File: config.mk
export PLATFORM = sky130hd
export DESIGN_NAME = mem_bus_arbiter
export DESIGN_NICKNAME = d
export VERILOG_FILES = /design/src/rtl/mem_bus_arbiter.sv
export SDC_FILE = /design/constraint.sdc
export NUM_CORES = 1
export LEC_CHECK = 0
export CAP_MARGIN = 30
export CORE_MARGIN = 5
export CORE_UTILIZATION = 36
export DETAILED_ROUTE_END_ITERATION = 10
export PLACE_DENSITY = 0.87
export SLEW_MARGIN = 20
export SYNTH_ARGS = -nofsm -noshare
export SYNTH_HDL_FRONTEND = slang
export SYNTH_SLANG_ARGS = --single-unit
File: constraint.sdc
create_clock -name clk -period 4.9 [get_ports clk]
set_input_delay 0.735 -clock clk [delete_from_list [all_inputs] [get_ports clk]]
set_output_delay 0.735 -clock clk [all_outputs]
set_load 0.02 [all_outputs]
File: src/rtl/mem_bus_arbiter.sv
// rtl/mem_bus_arbiter.sv - single-port memory arbiter between instruction fetch (IFU) and load/store (LSU)
//
// Purpose: shares one memory request/response port between the IFU and the LSU.
//          One transaction is outstanding at a time: a winner is accepted in IDLE,
//          its request is forwarded in REQ, and the response is routed back to it
//          in RESP before the next request can be accepted.
//
// Ports:
//   clk, rst                                  clock (rising edge), async active-high reset
//   ifu_req_valid/ready, ifu_addr             IFU read request
//   ifu_resp_valid/ready, ifu_rdata           IFU read response
//   lsu_req_valid/ready, lsu_addr, lsu_wen,
//   lsu_wdata, lsu_wmask                      LSU load/store request
//   lsu_resp_valid/ready, lsu_rdata           LSU load data / store ack
//   mem_req_valid/ready, mem_addr, mem_wen,
//   mem_wdata, mem_wmask                      forwarded request to the memory bridge
//   mem_resp_valid/ready, mem_rdata           response from the memory bridge
//
// Configuration macro: ARB_ROUND_ROBIN_EN
//   defined   - on a tie the master that did not win last time is granted
//   undefined - fixed priority, the LSU wins every tie

module mem_bus_arbiter #(
    parameter int ADDR_W = 32,
    parameter int DATA_W = 32
) (
    input  logic                clk,
    input  logic                rst,

    input  logic                ifu_req_valid,
    output logic                ifu_req_ready,
    input  logic [ADDR_W-1:0]   ifu_addr,
    output logic                ifu_resp_valid,
    input  logic                ifu_resp_ready,
    output logic [DATA_W-1:0]   ifu_rdata,

    input  logic                lsu_req_valid,
    output logic                lsu_req_ready,
    input  logic [ADDR_W-1:0]   lsu_addr,
    input  logic                lsu_wen,
    input  logic [DATA_W-1:0]   lsu_wdata,
    input  logic [DATA_W/8-1:0] lsu_wmask,
    output logic                lsu_resp_valid,
    input  logic                lsu_resp_ready,
    output logic [DATA_W-1:0]   lsu_rdata,

    output logic                mem_req_valid,
    input  logic                mem_req_ready,
    output logic [ADDR_W-1:0]   mem_addr,
    output logic                mem_wen,
    output logic [DATA_W-1:0]   mem_wdata,
    output logic [DATA_W/8-1:0] mem_wmask,
    input  logic                mem_resp_valid,
    output logic                mem_resp_ready,
    input  logic [DATA_W-1:0]   mem_rdata
);

    localparam logic [1:0] S_IDLE = 2'd0;
    localparam logic [1:0] S_REQ  = 2'd1;
    localparam logic [1:0] S_RESP = 2'd2;

    // Owner / last_grant encoding: 0 = IFU, 1 = LSU.
    localparam logic OWN_IFU = 1'b0;
    localparam logic OWN_LSU = 1'b1;

    logic [1:0]          state_q, state_d;
    logic                own_q, own_d;
    logic                last_grant_q, last_grant_d;
    logic [ADDR_W-1:0]   addr_q, addr_d;
    logic                wen_q, wen_d;
    logic [DATA_W-1:0]   wdata_q, wdata_d;
    logic [DATA_W/8-1:0] wmask_q, wmask_d;

    logic grant_lsu;
    logic is_idle;
    logic in_req;
    logic in_resp;
    logic owner_resp_ready;

    // Tie-break between the two masters; only meaningful when a valid is present.
`ifdef ARB_ROUND_ROBIN_EN
    assign grant_lsu = lsu_req_valid & (~ifu_req_valid | (last_grant_q == OWN_IFU));
`else
    assign grant_lsu = lsu_req_valid;
`endif

    // Readies are masked by rst so they read 0 while reset is held even though
    // IDLE would otherwise pass the incoming valids straight through.
    assign is_idle = (state_q == S_IDLE) & ~rst;
    assign in_req  = (state_q == S_REQ);
    assign in_resp = (state_q == S_RESP);

    assign lsu_req_ready = is_idle & grant_lsu;
    assign ifu_req_ready = is_idle & ifu_req_valid & ~grant_lsu;

    assign owner_resp_ready = (own_q == OWN_LSU) ? lsu_resp_ready : ifu_resp_ready;

    assign mem_req_valid  = in_req;
    assign mem_addr       = addr_q;
    assign mem_wen        = wen_q;
    assign mem_wdata      = wdata_q;
    assign mem_wmask      = wmask_q;
    assign mem_resp_ready = in_resp & owner_resp_ready;

    // Response is passed through combinationally to the owner only.
    assign ifu_resp_valid = in_resp & (own_q == OWN_IFU) & mem_resp_valid;
    assign lsu_resp_valid = in_resp & (own_q == OWN_LSU) & mem_resp_valid;
    assign ifu_rdata      = (in_resp & (own_q == OWN_IFU)) ? mem_rdata : '0;
    assign lsu_rdata      = (in_resp & (own_q == OWN_LSU)) ? mem_rdata : '0;

    always_comb begin
        state_d      = state_q;
        own_d        = own_q;
        last_grant_d = last_grant_q;
        addr_d       = addr_q;
        wen_d        = wen_q;
        wdata_d      = wdata_q;
        wmask_d      = wmask_q;

        case (state_q)
            S_IDLE: begin
                if (lsu_req_ready) begin
                    own_d   = OWN_LSU;
                    addr_d  = lsu_addr;
                    wen_d   = lsu_wen;
                    wdata_d = lsu_wdata;
                    wmask_d = lsu_wmask;
                    state_d = S_REQ;
                end else if (ifu_req_ready) begin
                    // Fetches are always reads.
                    own_d   = OWN_IFU;
                    addr_d  = ifu_addr;
                    wen_d   = 1'b0;
                    wdata_d = '0;
                    wmask_d = '0;
                    state_d = S_REQ;
                end
            end
            S_REQ: begin
                if (mem_req_ready) begin
                    state_d = S_RESP;
                end
            end
            S_RESP: begin
                if (mem_resp_valid & owner_resp_ready) begin
                    last_grant_d = own_q;
                    state_d      = S_IDLE;
                end
            end
            default: begin
                state_d = S_IDLE;
            end
        endcase
    end

    always_ff @(posedge clk or posedge rst) begin
        if (rst) begin
            state_q      <= S_IDLE;
            own_q        <= OWN_IFU;
            last_grant_q <= OWN_LSU;
            addr_q       <= '0;
            wen_q        <= 1'b0;
            wdata_q      <= '0;
            wmask_q      <= '0;
        end else begin
            state_q      <= state_d;
            own_q        <= own_d;
            last_grant_q <= last_grant_d;
            addr_q       <= addr_d;
            wen_q        <= wen_d;
            wdata_q      <= wdata_d;
            wmask_q      <= wmask_d;
        end
    end

endmodule
Word level (Yosys, flattened, before mapping):

Index checks and enable logic that the tools add are counted.

* output and inout bits: 139
* bits in registers: 72
* input port bits: 141

* mux-type cells: 17
* reductions and logical operators: 4
* bitwise gates (word level): 13
* eq/ne operators: 5

Operators by type and width (number)
* $mux W32: 6
* $and A1 B1 Y1: 10
* $mux W2: 4
* $mux W4: 2
* $pmux W2 S3: 1
* $mux W1: 4
* $ne A2 B1 Y1 const B: 2
* $ne A3 B3 Y1 const B: 1
* $not A1 Y1: 3
* $reduce_and A3 Y1: 1
* $eq A2 B1 Y1 const B: 1
* $eq A2 B2 Y1 const B: 1
* $logic_not A2 Y1: 1
* $reduce_and A2 Y1: 1
* $reduce_bool A2 Y1: 1

Logic depth before layout (Yosys ltp):

* depth in word-level cells: 7
* gate-level depth with buffers: 5
* gate-level depth less buffers: 4

Worst setup path before layout:

Ideal clock, no wire load.

* path kind: input-to-output
* start point: input rst
* end point: output ifu_req_ready
* cell stages on the path: 3
* required time: 4165 ps
* slack: 2631 ps
* arrival time: 1534 ps
* buffers on the path: 1
* path through: nor4b_1 -> buf_2 -> and2_1

* cells in the longest elaborated chain, start to end: 4

Ends and longest elaborated chain
* from (decl): line 28 `input logic rst,`
* $not A1 Y1: line 89 `assign is_idle = (state_q == S_IDLE) & ~rst;`
* $and A1 B1 Y1: line 89
* $and A1 B1 Y1 (2 in a row): line 94 `assign ifu_req_ready = is_idle & ifu_req_valid & ~grant_lsu;`
* to (decl): line 31 `output logic ifu_req_ready,`

Every way passes these cells.

Worst setup path after layout:

* start point: input ifu_req_valid
* end point: output ifu_req_ready

* cells in the longest elaborated chain, start to end: 2

Ends and longest elaborated chain
* from (decl): line 30 `input logic ifu_req_valid,`
* $and A1 B1 Y1 (2 in a row): line 94

Every way passes these cells.

==> implementation parameters <==
Parameter                              Value

Run status
  Status ... finished clean

Logic synthesis
  Cell area after synthesis ... ~3500 sq um
  Yosys warnings ... 0
  Post-synth net total ... 465
  Per-instance average area after synthesis ... about 11 sq um
  Synth Register Bits ... slightly above 70
  Number of distinct library cells after synthesis ... 24
  Count of mapped cells out of synthesis ... 324
  Sequential-to-total area share from yosys stat ... 51.8%

Power
  Total power divided by cell area ... 538 nW/um^2
  Pwr Total ... approximately 3.6 mW
  Max rail drop VDD ... between 0.2 and 0.25 mV
  Leakage power total ... between 2 and 3 nW

Hold path
  Start point of the worst min-delay path ... mem_addr[0]$_DFFE_PP0P_
  Worst min-delay path category ... reg2reg

STA
  Highest achievable clock rate ... 289 MHz
  Transition at the pin with the smallest max-transition slack ... approximately 0.80 ns
  Setup TNS ... 0 ns
  Relative slew slack ... a little under half
  Count of final setup violators ... 0
  Setup repair after global routing missed its margin ... no
  Max Transition Viols Final ... 0
  Final critical-path share of the clock period ... 70.6%
  Final critical path time including I/O delays and setup ... about 3.5 ns
  Final worst clock skew ... 0.0101 ns
  Fin. Hold Viols ... 0

GRT
  Antenna violations before repair ... 1
  Maximum number of pins on one net before global-route repair ... between 60 and 70
  Total global routing overflow ... 0
  Vias in the first global route ... a little over 4000
  Overall Global Routing Usage ... 24.6%
  First-pass GRT wire length ... about 22000 um

Setup path
  Data arrival at the endpoint of the critical path ... 2.73 ns
  Critical Path Start ... ifu_req_valid
  Setup slack on the worst flop-to-flop path ... roughly 3.0 ns
  CP Class ... in2out
  Launching element type of the critical path ... primary input
  Element type at the critical path end ... output pin
  Crit-path max FO ... 30
  RR Startpoint ... state_q[1]$_DFFE_PP0P_
  CP required ... 4.16 ns

Routing
  First-pass detailed-route iteration total ... 4
  DRC violation count after routing ... 0
  Total via count after detailed routing ... roughly 3800
  1st-iter DRT viols ... 208
  Routed Wire Length ... around 15000 um
  ANT nets after route ... 0
  Average routed wire per standard cell ... approximately 20 um
  Mean number of vias per cell ... between 5 and 6

CTS
  Number of buffers added for setup after CTS ... 0
  Number of resized instances in the post-cts repair step ... 0
  Insertion delay to the later sink of the worst-skew pair ... 0.34 ns
  TritonCTS clock tree ... yes
  CTS hold repair buffers ... 0
  Number of buffers created by CTS ... 9
  Worst-case clock buffer depth ... 2
  Clock-pin transition on the worst setup and hold timing paths ... ~0.080 ns
  Number of H-tree levels ... 3
  Sink count of the clock tree ... 72
  Master cell of the clock root buffer ... clkbuf_8

Die
  Boundary Pins ... 280
  Die Ht ... between 100 and 150 um
  Chip width ... between 100 and 150 um
  Number of placement rows ... 35
  Starting Density ... 37.3%
  Floorplan die area ... roughly 12000 sq um
  Core box area ... 9330 sq um

Placed design
  Final weighted congestion of routability-driven global placement ... 0.960
  Port Buf Inserts ... around 280
  Instance count after placement with tap cells included ... 711
  Post-DP HPWL ... roughly 11000 um

Run
  Max-cap violations ... 0

Cells and area
  Synthesis-to-layout area growth ... 90.9%
  Final standard cell count with taps included and fillers excluded ... 728
  Register area ... between 1500 and 2000 sq um
  Final net count ... about 730
  Layout cell share with drive strength beyond 1 ... 5.02%
  Commonest non-fill, non-tap cell in the layout ... clkdlybuf4s50_1
  Area of the multi-input gates ... about 1500 sq um
  Count of fill cells added during filler insertion ... about 700
  Most frequent cells in the layout ... clkdlybuf4s50_1 (279), dfrtp_1 (72), and2_1 (69)
==> per-stage QoR <==
step	utilization [%]	hold slack, ns	worst slack, ns	area (sq um)
detailed placement	68.7	0.478	1.44	6410
global placement	68.0	0.476	1.47	6340
floorplan	-	0.544	2.34	3480
global route	71.2	0.509	1.34	6640
finish	71.2	0.499	1.44	6640
CTS	71.2	0.499	1.43	6640
==> routing by layer <==
metal,global-route usage [%],vias up,routed length (um)
met2,44.5,206,7820
li1,-,1734,-
met1,26.0,1792,5160
met3,7.34,36,1230
met5,0,-,0
met4,11.8,0,537
==> cell usage after synthesis <==
cell / instances / area (sq um)
nand2_1: 31 / 116
nand2b_1: 2 / 12.5
a22oi_1: 30 / 225
dfrtp_1: 72 / 1800
nor3_1: 1 / 5.00
o2bb2ai_1: 2 / 17.5
buf_4: 2 / 15.0
nor4b_4: 1 / 23.8
nor2_1: 4 / 15.0
a32oi_1: 30 / 263
o21ai_1: 1 / 5.00
nor4b_1: 1 / 8.76
or3_1: 1 / 6.26
o22ai_1: 1 / 6.26
and2_1: 69 / 432
clkbuf_1: 14 / 52.6
nor2b_1: 2 / 12.5
buf_6: 3 / 33.8
mux2i_1: 1 / 10.0
o21ai_0: 2 / 10.0
buf_2: 11 / 55.1
a22o_1: 37 / 324
a31oi_1: 2 / 12.5
inv_1: 4 / 15.0
==> sequential cells by signal (all words and copies together) (netlist names) <==
| signal | flops |
|---|---|
| mem_addr | 32 |
| mem_wen | 1 |
| state_q | 2 |
| mem_wmask | 4 |
| own_q | 1 |
| mem_wdata | 32 |
==> critical path, stage by stage <==
cell	delay, ns
clkdlybuf4s50_1	0.61
nor4b_2	0.24
buf_4	0.36
and2_1	0.18
clkdlybuf4s50_1	0.60
==> cells by family after synthesis <==
| family | count (synthesis) | share of synthesized area, % |
|---|---|---|
| AO/OA/AOI/OAI | 105 | 24.8 |
| buffers and inverters | 34 | 4.93 |
| flip-flops | 72 | 51.8 |
| multiplexers | 1 | 0.288 |
| AND/OR/NAND/NOR | 112 | 18.2 |
==> worst paths after layout <==
kind | to | cells after the start
min in group asynchronous | mem_addr[31]$_DFFE_PP0P_ | 2
worst min register to register | mem_addr[0]$_DFFE_PP0P_ | 1
max in group asynchronous | mem_addr[8]$_DFFE_PP0P_ | 3
worst max-delay path | ifu_req_ready | 5
worst max register to register | mem_wdata[7]$_DFFE_PP0P_ | 4
worst min-delay path | mem_addr[0]$_DFFE_PP0P_ | 1
==> cell type report <==
cell class	instances	area share, %
antenna	1	0.0377
clock buffer	9	1.87
sequential	72	27.1
multi-input combinational	218	23.0
tap	129	2.43
clock inverter	7	1.55
inverter	4	0.226
timing repair buffer	288	43.8
==> report_power, final <==
part	total [mW]	leakage (nW)	switching [mW]	internal [mW]
combinational	1.96	1.73	0.971	0.990
clock	0.525	0.110	0.233	0.292
sequential	1.09	0.889	0.209	0.877
No activity file was read; power rests on OpenSTA's default activity.
